==> src/rtl/csr_file_wb_if.sv <==
// EX-stage CSR request/response bundle between the ID-EX pipeline and csr_file_wb.
interface csr_file_wb_if;
  logic [11:0] CSR_addr_EX;
  logic [31:0] CSR_zimm_EX;
  logic        CSR_zimm_or_reg_EX;
  logic        CSR_write_en_EX;
  logic [1:0]  CSR_op_EX;
  logic [31:0] rs1_data_EX;
  logic [31:0] CSR_data_EX;

  modport master (
    output CSR_addr_EX,
    output CSR_zimm_EX,
    output CSR_zimm_or_reg_EX,
    output CSR_write_en_EX,
    output CSR_op_EX,
    output rs1_data_EX,
    input  CSR_data_EX
  );

  modport slave (
    input  CSR_addr_EX,
    input  CSR_zimm_EX,
    input  CSR_zimm_or_reg_EX,
    input  CSR_write_en_EX,
    input  CSR_op_EX,
    input  rs1_data_EX,
    output CSR_data_EX
  );
endinterface

==> src/rtl/csr_file_wb.sv <==
// CSR execute/commit unit: EX read-modify-write with forwarding, private MEM/WB write pipeline,
// commit at end of WB. Define CSR_COUNTERS_EN to add the mcycle/minstret 64-bit counters.
module csr_file_wb (
  input  logic         clk,
  input  logic         rst_n,
  input  logic         bubbleM,
  input  logic         flushM,
  input  logic         bubbleW,
  input  logic         flushW,
  input  logic         instr_retire_W,
  csr_file_wb_if.slave ex
);

  localparam logic [1:0] OP_NONE = 2'b00;
  localparam logic [1:0] OP_RW   = 2'b01;
  localparam logic [1:0] OP_RS   = 2'b10;
  localparam logic [1:0] OP_RC   = 2'b11;

  localparam logic [11:0] ADDR_MSTATUS  = 12'h300;
  localparam logic [11:0] ADDR_MIE      = 12'h304;
  localparam logic [11:0] ADDR_MTVEC    = 12'h305;
  localparam logic [11:0] ADDR_MSCRATCH = 12'h340;
  localparam logic [11:0] ADDR_MEPC     = 12'h341;
  localparam logic [11:0] ADDR_MCAUSE   = 12'h342;
  localparam logic [11:0] ADDR_MTVAL    = 12'h343;
  localparam logic [11:0] ADDR_MIP      = 12'h344;

  logic [31:0] csr_q [8];

  logic [11:0] mem_addr;
  logic [31:0] mem_wdata;
  logic        mem_we;
  logic [11:0] wb_addr;
  logic [31:0] wb_wdata;
  logic        wb_we;

  logic [31:0] src;
  logic [31:0] file_rd;
  logic [31:0] old_val;
  logic [31:0] new_val;
  logic        ex_impl;
  logic        ex_we;
  logic        ex_hit;
  logic [2:0]  ex_idx;
  logic        wb_hit;
  logic [2:0]  wb_idx;
  logic        commit;

  // Maps a plain CSR address to {implemented, storage index}.
  function automatic logic [3:0] slot_of(input logic [11:0] addr);
    logic [3:0] s;
    case (addr)
      ADDR_MSTATUS:  s = 4'b1000;
      ADDR_MIE:      s = 4'b1001;
      ADDR_MTVEC:    s = 4'b1010;
      ADDR_MSCRATCH: s = 4'b1011;
      ADDR_MEPC:     s = 4'b1100;
      ADDR_MCAUSE:   s = 4'b1101;
      ADDR_MTVAL:    s = 4'b1110;
      ADDR_MIP:      s = 4'b1111;
      default:       s = 4'b0000;
    endcase
    return s;
  endfunction

  assign {ex_hit, ex_idx} = slot_of(ex.CSR_addr_EX);
  assign {wb_hit, wb_idx} = slot_of(wb_addr);
  assign commit = wb_we && !bubbleW;

`ifdef CSR_COUNTERS_EN
  localparam logic [11:0] ADDR_MCYCLE    = 12'hB00;
  localparam logic [11:0] ADDR_MCYCLEH   = 12'hB80;
  localparam logic [11:0] ADDR_MINSTRET  = 12'hB02;
  localparam logic [11:0] ADDR_MINSTRETH = 12'hB82;

  logic [63:0] mcycle_q;
  logic [63:0] minstret_q;

  // A committed write to either half replaces that cycle's increment of the whole counter.
  always_ff @(posedge clk or negedge rst_n) begin
    if (!rst_n) begin
      mcycle_q   <= 64'h0;
      minstret_q <= 64'h0;
    end else begin
      if (commit && wb_addr == ADDR_MCYCLE)
        mcycle_q[31:0] <= wb_wdata;
      else if (commit && wb_addr == ADDR_MCYCLEH)
        mcycle_q[63:32] <= wb_wdata;
      else
        mcycle_q <= mcycle_q + 64'd1;

      if (commit && wb_addr == ADDR_MINSTRET)
        minstret_q[31:0] <= wb_wdata;
      else if (commit && wb_addr == ADDR_MINSTRETH)
        minstret_q[63:32] <= wb_wdata;
      else if (instr_retire_W)
        minstret_q <= minstret_q + 64'd1;
    end
  end
`else
  logic unused_retire;
  assign unused_retire = instr_retire_W;
`endif

  always_comb begin
    src     = ex.CSR_zimm_or_reg_EX ? ex.CSR_zimm_EX : ex.rs1_data_EX;
    ex_impl = ex_hit;
    file_rd = ex_hit ? csr_q[ex_idx] : 32'h0;
`ifdef CSR_COUNTERS_EN
    case (ex.CSR_addr_EX)
      ADDR_MCYCLE:    begin ex_impl = 1'b1; file_rd = mcycle_q[31:0];    end
      ADDR_MCYCLEH:   begin ex_impl = 1'b1; file_rd = mcycle_q[63:32];   end
      ADDR_MINSTRET:  begin ex_impl = 1'b1; file_rd = minstret_q[31:0];  end
      ADDR_MINSTRETH: begin ex_impl = 1'b1; file_rd = minstret_q[63:32]; end
      default: ;
    endcase
`endif
    // Youngest pending write wins: MEM before WB before the architectural file.
    if (mem_we && mem_addr == ex.CSR_addr_EX)
      old_val = mem_wdata;
    else if (wb_we && wb_addr == ex.CSR_addr_EX)
      old_val = wb_wdata;
    else
      old_val = file_rd;

    case (ex.CSR_op_EX)
      OP_RW:   new_val = src;
      OP_RS:   new_val = old_val | src;
      OP_RC:   new_val = old_val & ~src;
      default: new_val = old_val;
    endcase
    if (ex.CSR_addr_EX == ADDR_MTVEC)
      new_val[1:0] = 2'b00;

    ex_we = ex.CSR_write_en_EX && (ex.CSR_op_EX != OP_NONE) && ex_impl;
  end

  assign ex.CSR_data_EX = old_val;

  // A bubble holds its stage even if a flush is requested in the same cycle.
  always_ff @(posedge clk or negedge rst_n) begin
    if (!rst_n) begin
      mem_addr  <= 12'h0;
      mem_wdata <= 32'h0;
      mem_we    <= 1'b0;
      wb_addr   <= 12'h0;
      wb_wdata  <= 32'h0;
      wb_we     <= 1'b0;
    end else begin
      if (!bubbleM) begin
        mem_addr  <= ex.CSR_addr_EX;
        mem_wdata <= new_val;
        mem_we    <= flushM ? 1'b0 : ex_we;
      end
      if (!bubbleW) begin
        wb_addr  <= mem_addr;
        wb_wdata <= mem_wdata;
        wb_we    <= flushW ? 1'b0 : mem_we;
      end
    end
  end

  always_ff @(posedge clk or negedge rst_n) begin
    if (!rst_n) begin
      for (int i = 0; i < 8; i++)
        csr_q[i] <= 32'h0;
    end else if (commit && wb_hit) begin
      csr_q[wb_idx] <= wb_wdata;
    end
  end

endmodule

==> src/flat_wrapper.sv <==
// flat-port wrapper written by rule: the top's interface ports become plain ports
module csr_file_wb_flat 
  (clk, rst_n, bubbleM, flushM, bubbleW, flushW, instr_retire_W, ex_CSR_addr_EX, ex_CSR_zimm_EX, ex_CSR_zimm_or_reg_EX, ex_CSR_write_en_EX, ex_CSR_op_EX, ex_rs1_data_EX, ex_CSR_data_EX);
  csr_file_wb_if ex_i ();
  input  logic clk;
  input  logic rst_n;
  input  logic bubbleM;
  input  logic flushM;
  input  logic bubbleW;
  input  logic flushW;
  input  logic instr_retire_W;
  input wire logic [$bits(ex_i.CSR_addr_EX)-1:0] ex_CSR_addr_EX;
  input wire logic [$bits(ex_i.CSR_zimm_EX)-1:0] ex_CSR_zimm_EX;
  input wire logic [$bits(ex_i.CSR_zimm_or_reg_EX)-1:0] ex_CSR_zimm_or_reg_EX;
  input wire logic [$bits(ex_i.CSR_write_en_EX)-1:0] ex_CSR_write_en_EX;
  input wire logic [$bits(ex_i.CSR_op_EX)-1:0] ex_CSR_op_EX;
  input wire logic [$bits(ex_i.rs1_data_EX)-1:0] ex_rs1_data_EX;
  output wire logic [$bits(ex_i.CSR_data_EX)-1:0] ex_CSR_data_EX;
  assign ex_i.CSR_addr_EX = ex_CSR_addr_EX;
  assign ex_i.CSR_zimm_EX = ex_CSR_zimm_EX;
  assign ex_i.CSR_zimm_or_reg_EX = ex_CSR_zimm_or_reg_EX;
  assign ex_i.CSR_write_en_EX = ex_CSR_write_en_EX;
  assign ex_i.CSR_op_EX = ex_CSR_op_EX;
  assign ex_i.rs1_data_EX = ex_rs1_data_EX;
  assign ex_CSR_data_EX = ex_i.CSR_data_EX;
  csr_file_wb u_core (.clk(clk), .rst_n(rst_n), .bubbleM(bubbleM), .flushM(flushM), .bubbleW(bubbleW), .flushW(flushW), .instr_retire_W(instr_retire_W), .ex(ex_i));
endmodule
==> config.mk <==
export PLATFORM = sky130hd
export DESIGN_NAME = csr_file_wb_flat
export DESIGN_NICKNAME = d
export VERILOG_FILES = /design/src/rtl/csr_file_wb_if.sv /design/src/rtl/csr_file_wb.sv /design/src/flat_wrapper.sv
export SDC_FILE = /design/constraint.sdc
export NUM_CORES = 1
export LEC_CHECK = 0
export ABC_AREA = 1
export CORE_ASPECT_RATIO = 1.5
export CORE_MARGIN = 3
export CORE_UTILIZATION = 49
export CTS_CLUSTER_SIZE = 10
export DETAILED_ROUTE_END_ITERATION = 6
export GPL_TIMING_DRIVEN = 0
export PLACE_DENSITY = 0.71
export REMOVE_ABC_BUFFERS = 1
export SLEW_MARGIN = 25
export SYNTH_ARGS = -nofsm -noshare
export SYNTH_HDL_FRONTEND = slang
export SYNTH_SLANG_ARGS = --single-unit
==> constraint.sdc <==
create_clock -name clk -period 3.35 [get_ports clk]
set_input_delay 0.5025 -clock clk [delete_from_list [all_inputs] [get_ports clk]]
set_output_delay 0.5025 -clock clk [all_outputs]
set_load 0.01 [all_outputs]
==> implementation parameters <==
Parameter                              Value

Power and ir drop
  Clock network fraction of total power ... 42.3%
  Reg power frac ... 48.9%
  PwrDens ... 408 nW/um^2
  Power dissipated by switching net loads ... 2.24 mW
  Leakage power figure ... 9.78 nW
  Combinational power share ... 8.8%
  P_int ... 6.73 mW
  Peak supply drop ... 0.356 mV
  Final Total Pwr ... 8.96 mW
  Switching part of the total ... 25.0%

Setup path
  Arrival time at the worst endpoint ... 2.81 ns
  Cell chain of the critical path ... dlygate4sd2_1 > inv_2 > nand2_1 > nor2_4 > nand3_4 > buf_16 > nand2_2 > buf_4 > nor3_4 > nor2_4 > buf_12 > buf_12 > nand3_1 > a21boi_1 > clkdlybuf4s15_1
  Slowest library cell on the worst path ... sky130_fd_sc_hd__dlygate4sd2_1
  Worst endpoint required time ... 2.85 ns
  Critical path's largest stage delay ... 0.28 ns
  Endpoint class of the critical path ... primary output
  Critical path class ... in2out
  Register-to-register path setup slack ... 0.04 ns
  Worst Path Buf+Inv ... 7
  Worst path top cell family by delay ... buffers and inverters
  Critical-path maximum fanout ... 13
  Startpoint type of the worst setup path ... input port

Global route
  Pin count of the biggest net entering global routing ... 96
  Global-route total usage across every layer ... 31.0%
  Vias in the first global route ... 17400
  Number of antenna violations at the first check in global routing ... 0
  Global-route wire length before repair ... 94600 um
  Overflow left after global routing ... 0

CTS
  H-tree depth ... 2
  Insertion delay of the later-clocked pin in the worst-skew pair ... 0.54 ns
  CTS max path bufs ... 3
  CTS root buffer ... sky130_fd_sc_hd__clkbuf_16
  CTS clock-pin slew for the worst setup and hold paths ... 0.05 ns
  Total number of clock tree sinks ... 346
  CTS Buf Count ... 40
  Clock tree from TritonCTS ... built

Timing
  Layout Skew ... 0.0137 ns
  Setup TNS after final layout ... 0 ns
  Max frequency ... 302 MHz
  Worst max-slew margin expressed relative to the limit ... 34.5%
  Pins Over Slew Limit ... 0
  Time the worst path needs with I/O delays and setup ... 3.31 ns
  Fin. Hold Viols ... 0
  Worst hold slack ... 0.292 ns
  Setup repair after global routing missed its margin ... yes
  Worst-Margin Slew ... 0.974 ns
  Final clock period utilization by the worst path ... 98.9%
  Endpoints failing setup ... 0

Logic synthesis
  Gate count after technology mapping ... 2298
  Synth cell types ... 39
  Commonest register cell after synthesis ... sky130_fd_sc_hd__dfrtp_1
  Post-synthesis instance area ... 17800 um^2
  Leading area contributor after synthesis ... sky130_fd_sc_hd__dfrtp_1
  Sequential element share of the synthesized area ... 48.8%
  Largest cells by area after synthesis ... sky130_fd_sc_hd__dfrtp_1 (49%), sky130_fd_sc_hd__nand2_1 (15%), sky130_fd_sc_hd__o21ai_0 (9.3%)
  Fraction of synthesized cell area taken by the top area cell type ... 48.8%
  Number of enable-type register cells in the synthesized netlist ... 0
  Proportion of register bits with asynchronous set or reset after synthesis ... 100%
  Number of storage elements in the synthesis netlist ... 346
  Count of yosys warnings during synthesis ... 0
  Average instance area after synthesis ... 7.73 um^2

Floorplanning
  Effective utilization at floorplan ... 50.1%
  Total I/O pin count ... 119
  Core Region ... 35400 um^2
  Chip height ... 239 um
  Site Rows ... 84
  Die width ... 161 um
  Die Area ... 38600 um^2

Drt
  Detailed-route DRC error count ... 0
  Number of iterations in the first detailed-routing pass ... 6
  ANT nets after route ... 0
  Per-cell via count in the routed design ... 6.13
  Overall routed net length ... 61500 um
  Routed length per instance ... 21.3 um
  Vias post-DR ... 17700
  Iter 0 DRT Violations ... 1999

Final layout
  Area growth from synthesis to layout ... 23.8%
  Fill cells ... 2974
  Commonest non-fill, non-tap cells in the layout ... sky130_fd_sc_hd__nand2_1 (681), sky130_fd_sc_hd__dfrtp_1 (346), sky130_fd_sc_hd__o21ai_0 (330), sky130_fd_sc_hd__nand3_1 (186), sky130_fd_sc_hd__inv_1 (129)
  Most common library cell in the layout ignoring fill and taps ... sky130_fd_sc_hd__nand2_1
  Final #Nets ... 2498
  Ratio of cells with drive above 1 in the final layout ... 13.6%
  Cell area after layout ... 22000 um^2

Flow run
  Max-cap check violation count ... 0

Placement
  Routability cong. ... 0.874
  Port Buffer Count ... 117
  Total cell area at the placement stage ... 19600 um^2
  Detailed-placement wirelength estimate ... 30900 um

Worst hold path
  Path category of the worst min-delay check ... in2reg

Outcome
  Run status ... finished, final reports clean
==> final cells by class <==
class | count | area, um^2 | area share [%]
antenna | 1 | 2.50 | 0.0114
clock buffer | 45 | 1040 | 4.73
inverter | 145 | 571 | 2.60
multi-input combinational | 1655 | 8500 | 38.7
sequential | 346 | 8660 | 39.4
tap | 473 | 592 | 2.69
timing repair buffer | 223 | 2620 | 11.9
==> sequential cells by signal (all words and copies together), names as in the netlist <==
register          flops
u_core.csr_q        256
u_core.mem_addr      12
u_core.mem_wdata     32
u_core.mem_we         1
u_core.wb_addr       12
u_core.wb_wdata      32
u_core.wb_we          1
==> cells in the mapped netlist (32+ instances only) <==
library cell	count
sky130_fd_sc_hd__nand4_1	124
sky130_fd_sc_hd__a21oi_1	63
sky130_fd_sc_hd__nand3_1	203
sky130_fd_sc_hd__nand2_1	693
sky130_fd_sc_hd__dfrtp_1	346
sky130_fd_sc_hd__nor2_1	69
sky130_fd_sc_hd__buf_2	43
sky130_fd_sc_hd__o21ai_1	43
sky130_fd_sc_hd__clkbuf_1	96
sky130_fd_sc_hd__mux2_2	32
sky130_fd_sc_hd__o21ai_0	331
sky130_fd_sc_hd__inv_1	140
==> logic make-up (layout without fill, tap and decap cells) <==
group	after synthesis	in the layout	share of synthesized area [%]
multiplexers	32	32	2.03
flip-flops	346	346	48.8
AO/OA/AOI/OAI	486	486	14.4
other	0	1	0
buffers and inverters	308	413	7.00
AND/OR/NAND/NOR	1117	1128	27.3
XOR/XNOR	9	9	0.444
==> stage by stage <==
step / util (%) / instances / setup WS [ns]
floorplan: - / 2135 / -4.10
global placement: 53.1 / 2725 / -13.18
detailed placement: 55.3 / 2753 / -2.05
CTS: 61.4 / 2869 / 0.00308
global route: 62.1 / 2887 / -0.0505
finish: 62.1 / 2888 / 0.0362
==> power by group through the flow <==
stage	clock network, mW	registers (mW)	logic, mW
6_report	3.79	4.38	0.791
5_1_grt	3.97	4.40	0.875
4_1_cts	3.81	4.38	0.763
3_5_place_dp	0	4.45	0.730
3_3_place_gp	0	4.46	0.683
2_1_floorplan	0	4.43	0.333
==> worst reg2reg max path, delay by kind of cell (launching register included) <==
family | cells | cell delay, ns
AOI/OAI and AO/OA | 1 | 0.45
buffers and inverters | 1 | 0.32
DFF | 1 | 0.39
and+or+nand+nor | 6 | 2.07
==> final timing paths <==
check,startpoint,end,cells past startpoint
max,ex_CSR_addr_EX[7],ex_CSR_data_EX[20],15
min,ex_CSR_addr_EX[11],u_core.mem_addr[11],3
max reg2reg,u_core.wb_addr[10],u_core.csr_q[253],8
min reg2reg,u_core.mem_wdata[0],u_core.mem_wdata[0],2
max in group asynchronous,rst_n,u_core.csr_q[188],4
min in group asynchronous,rst_n,u_core.mem_wdata[19],2
==> timing repair <==
| item | CTS | global route |
|---|---|---|
| endpoints found under the hold margin | 71 | 0 |
| hold buffers | 1 | 0 |
| setup buffers | 51 | 17 |
| setup endpoints to repair | 128 | 282 |
| gates cloned | 20 | 1 |
| resized for setup | 202 | 80 |
| pin swaps | 35 | 27 |
==> metal layers <==
layer	up-vias	GRT usage (%)	wire [um]
li1	7917	-	-
met1	8490	37.8	22200
met3	265	6.86	6100
met5	-	0	37
met2	1038	50.7	29500
met4	2	17.6	3640
(Power assumes the default switching activity.)
